==> config.mk <==
export PLATFORM = sky130hd
export DESIGN_NAME = instr_fetch_unit
export DESIGN_NICKNAME = d
export VERILOG_FILES = /design/src/rtl/instr_fetch_unit.sv
export SDC_FILE = /design/constraint.sdc
export NUM_CORES = 1
export LEC_CHECK = 0
export ABC_AREA = 1
export BUFFER_PORTS_ARGS = -buffer_cell sky130_fd_sc_hd__buf_2
export CAP_MARGIN = 15
export CELL_PAD_IN_SITES_DETAIL_PLACEMENT = 2
export CELL_PAD_IN_SITES_GLOBAL_PLACEMENT = 2
export CORE_ASPECT_RATIO = 0.75
export CORE_MARGIN = 1
export CORE_UTILIZATION = 22
export CTS_CLUSTER_SIZE = 10
export DETAILED_ROUTE_END_ITERATION = 8
export GPL_ROUTABILITY_DRIVEN = 1
export GPL_TIMING_DRIVEN = 0
export HOLD_SLACK_MARGIN = 0.02
export PLACE_DENSITY_LB_ADDON = 0.1
export RECOVER_POWER = 50
export SLEW_MARGIN = 20
export SYNTH_ARGS = -nofsm -noshare
export SYNTH_HDL_FRONTEND = slang
export SYNTH_SLANG_ARGS = --single-unit
==> constraint.sdc <==
create_clock -name CLK -period 1.9 [get_ports CLK]
set_input_delay 0.095 -clock CLK [delete_from_list [all_inputs] [get_ports CLK]]
set_output_delay 0.095 -clock CLK [all_outputs]
set_load 0.005 [all_outputs]
==> src/rtl/instr_fetch_unit.sv <==
// RV32I fetch stage: holds the PC, fetches words from the I-cache over a req/resp
// handshake and presents the instruction (or a NOP bubble) to the decoder.
module instr_fetch_unit #(
    parameter logic [31:0] RESET_PC  = 32'h0000_0000,
    parameter logic [31:0] NOP_INSTR = 32'h0000_0013,
    parameter int          CNT_W     = 16
) (
    input  logic             CLK,
    input  logic             RST,
    input  logic             PCSrc,
    input  logic [31:0]      PCTarget,
    input  logic             Stall,
    output logic             IC_Req,
    output logic [31:0]      IC_Addr,
    input  logic             IC_Ready,
    input  logic             IC_RespValid,
    input  logic [31:0]      IC_RespData,
    output logic [31:0]      Instr,
    output logic [6:0]       OP6_0,
    output logic             InstrValid,
    output logic [31:0]      PC,
    output logic [31:0]      PCPlus4,
    output logic             MisalignErr,
    output logic [CNT_W-1:0] MissCycles
);

    typedef enum logic [1:0] {
        S_IDLE  = 2'd0,
        S_REQ   = 2'd1,
        S_WAIT  = 2'd2,
        S_VALID = 2'd3
    } state_t;

    state_t           r_state;
    state_t           w_next;
    logic [31:0]      r_pc;
    logic [31:0]      r_instr;
    logic             r_misalign;
    logic [CNT_W-1:0] r_miss;
    logic [31:0]      w_pc_plus4;
    logic             w_advance;
    logic             w_capture;
    logic             w_req;
    logic             w_valid;
    logic [31:0]      w_instr;

    assign w_pc_plus4 = r_pc + 32'd4;
    assign w_advance  = (r_state == S_VALID) && !Stall;
    assign w_capture  = ((r_state == S_REQ) && IC_Ready && IC_RespValid) ||
                        ((r_state == S_WAIT) && IC_RespValid);

    always_ff @(posedge CLK) begin
        if (!RST) begin
            r_state <= S_IDLE;
        end else begin
            r_state <= w_next;
        end
    end

    always_comb begin
        w_next = r_state;
        case (r_state)
            S_IDLE:  w_next = S_REQ;
            S_REQ: begin
                if (IC_Ready && IC_RespValid) begin
                    w_next = S_VALID;
                end else if (IC_Ready) begin
                    w_next = S_WAIT;
                end
            end
            S_WAIT: begin
                if (IC_RespValid) begin
                    w_next = S_VALID;
                end
            end
            S_VALID: begin
                if (!Stall) begin
                    w_next = S_REQ;
                end
            end
            default: w_next = S_IDLE;
        endcase
    end

    // Everything outside VALID looks like a NOP bubble to the decoder.
    always_comb begin
        w_req   = 1'b0;
        w_valid = 1'b0;
        w_instr = NOP_INSTR;
        case (r_state)
            S_REQ:   w_req = 1'b1;
            S_VALID: begin
                w_valid = 1'b1;
                w_instr = r_instr;
            end
            default: ;
        endcase
    end

    always_ff @(posedge CLK) begin
        if (!RST) begin
            r_pc       <= RESET_PC;
            r_misalign <= 1'b0;
            r_miss     <= '0;
        end else begin
            if (w_advance) begin
                r_pc <= PCSrc ? {PCTarget[31:2], 2'b00} : w_pc_plus4;
            end
            if (w_advance && PCSrc && (PCTarget[1:0] != 2'b00)) begin
                r_misalign <= 1'b1;
            end
            if ((r_state == S_WAIT) && (r_miss != {CNT_W{1'b1}})) begin
                r_miss <= r_miss + {{(CNT_W-1){1'b0}}, 1'b1};
            end
        end
    end

    // Fetched word holder; only meaningful in VALID, so it needs no reset.
    always_ff @(posedge CLK) begin
        if (w_capture) begin
            r_instr <= IC_RespData;
        end
    end

    assign IC_Req      = w_req;
    assign IC_Addr     = r_pc;
    assign Instr       = w_instr;
    assign OP6_0       = w_instr[6:0];
    assign InstrValid  = w_valid;
    assign PC          = r_pc;
    assign PCPlus4     = w_pc_plus4;
    assign MisalignErr = r_misalign;
    assign MissCycles  = r_miss;

endmodule

==> qor.yml <==
status: "finished, violations left"
violations: "negative setup slack"
cts_sinks: 81
placed_area_sq_um: 6380
grt_pass1_vias: 5789
cts_buffers: 9
p_total_mw: 5.14
fin_crit_ns: 1.94
clk_pin_slew_ns: 0.07
area_growth_pct: 53.6
pre_cts_ws_ns: -0.378
clock_skew_ns: 0.0131
grt_max_degree: 33
die_w_um: 175
ant_nets: 0
arrival_ns: 1.84
routed_wl_mm: 21.9
start_kind: "flop"
tns_ns: -0.0633
min_from: "PCTarget[9]"
p_per_area_nw_per_um2: 681
post-route-util: 0.351
num_rows: 46
cts_root_buf: "clkbuf_16"
drt-initial-drc-count: 145
fin_area_sq_um: 7550
pin_count: 224
drive_above_1_share: 0.433
max_slew.worst_pin.slew_ns: 0.704
cp_max_fo: 5
cp_data_required_time_ns: 1.80
core_area_sq_um: 21500
r2r_cells: 10
startpoint: "IC_Addr[2]"
num_vias: 5396
synth.largest_area_cell: "dfxtp_1"
yosys_warnings: 0
p_leak_nw: 3.74
post_drt_wl_per_cell_um: 17.5
tritoncts: "built"
hold_depth: 3
whs_ns: 0.0359
fill_cells: 2583
syn_inst: 666
io_buffers: 217
drv_cap: 0
design.die.area_sq_um: 22900
grt_pass1_wl_mm: 33.3
hold_viol_final: 0
instances_no_fill: 1253
fin_crit_sh: 1.02
synth_top_area_frac: 0.200
grt-ovfl-total: 0
synth-seq-cells: 81
synth.avg_cell_area_sq_um: 7.38
ir_drop_uv: 353
initial_core_util: 0.228
antenna_found_initial: 1
die_y_um: 131
dp.cells: 1176
synthTopCellsByArea: "dfxtp_1 (20%), edfxtp_1 (20%), nand2_1 (16%)"
synth-edff-count: 32
ys_seq_area_frac: 0.395
max_freq_mhz: 516
cts_max_level: 3
syn_area_sq_um: 4910
clock_latency_ns: 0.35
synth_cell_types: 36
fin_nets: 1034
cts_buffer_depth: 2
hpwlAfterDp_mm: 16.8
ys.flop_type: "dfxtp_1"
r2r_start: "MissCycles[0]"
crit_path_end_kind: "primary output"
relSlewSlack: 0.530
gp_congestion: 0.803
crit_type: "reg2out"
hp-class: "in2reg"
setup_viol: 3
first_pass_iters: 4
drc: 0
drt-vias-per-instance: 4.31
ys_async_sr_fraction: 0
grt_setup_unrepaired: "yes"
grt.total_usage: 0.190
setup_ws_ns: -0.0389
drv_slew: 0
==> registers in the layout, indices dropped and copies added, names as in the netlist <==
register / count
r_instr: 32
IC_Addr: 30
MissCycles: 16
r_state: 2
MisalignErr: 1
==> where the power goes <==
group	switching, mW	leakage [nW]	internal [mW]
logic	0.573	2.87	0.423
registers	0.119	0.707	2.00
clock network	0.845	0.163	1.18
total	1.54	3.74	3.61
==> per-layer routing <==
layer  global-route usage  part of all wire  vias to the layer above
met5                    0                 0                        -
met4               0.0473             0.012                        0
met3               0.0394             0.045                       17
met2                0.300              0.46                      145
met1                0.261              0.49                     2619
li1                     -                 -                     2615
==> cells in the mapped netlist, types with 6 or more instances <==
master	n
xor2_1	11
a22o_1	8
and2_1	7
edfxtp_1	32
clkbuf_1	8
nand3_1	29
dfxtp_1	49
o21ai_0	22
a31oi_1	6
buf_4	43
nand2_1	203
buf_2	6
inv_1	91
a21oi_1	38
nor2_1	38
inv_2	7
nor2_4	10
xnor2_1	7
nand2_2	6
nand4_1	6
==> layout by cell type, fill, tap and decap left out, types with 21 or more instances in the layout <==
| master | synthesis | final |
|---|---|---|
| o21ai_0 | 22 | 22 |
| dlygate4sd3_1 | 0 | 36 |
| nor2_1 | 38 | 23 |
| dfxtp_1 | 49 | 21 |
| buf_4 | 43 | 67 |
| buf_2 | 6 | 215 |
| inv_1 | 91 | 91 |
| nand2_1 | 203 | 193 |
| edfxtp_1 | 32 | 32 |
| a21oi_1 | 38 | 38 |
| nand3_1 | 29 | 25 |
==> final timing paths <==
kind | slack (ns) | endpoint
setup / recovery | -0.04 | PCPlus4[22]
hold / removal | 0.04 | IC_Addr[9]
setup reg to reg | 0.10 | MissCycles[14]
hold reg to reg | 0.48 | MisalignErr
==> area by class of cell <==
type | count | area (sq um) | share of cell area
multi-input combinational | 431 | 2390 | 0.316
tap | 288 | 360 | 0.0477
inverter | 99 | 372 | 0.0492
clock inverter | 7 | 106 | 0.0141
buffer | 59 | 437 | 0.0578
sequential | 81 | 2010 | 0.266
antenna | 1 | 2.50 | 0.000331
clock buffer | 9 | 225 | 0.0298
timing repair buffer | 278 | 1650 | 0.219
==> cell families after synthesis <==
| kind of cell | share of synthesized area |
|---|---|
| flip-flops | 0.395 |
| adder cells (fa/ha/maj) | 0.0127 |
| AO/OA/AOI/OAI | 0.0899 |
| other | 0.000763 |
| AND/OR/NAND/NOR | 0.293 |
| XOR/XNOR | 0.0486 |
| buffers and inverters | 0.160 |
==> worst max-delay path, cell delays in order (launching register included) <==
cell     delay (ns)
dfxtp_4        0.39
ha_4           0.16
nand2_4        0.05
nor2_4         0.13
nand2_4        0.11
nor2_4         0.22
nand2_1        0.10
nand2_1        0.10
and2_1         0.12
buf_2          0.11
==> timing repair <==
item,CTS,global route
buffers inserted,14,11
setup endpoints to repair,82,106
resized for setup,64,39
hold buffers,36,0
hold endpoints to repair,36,0
pin swaps,13,20
cloned,0,0
Power figures use the tool's default switching activity.
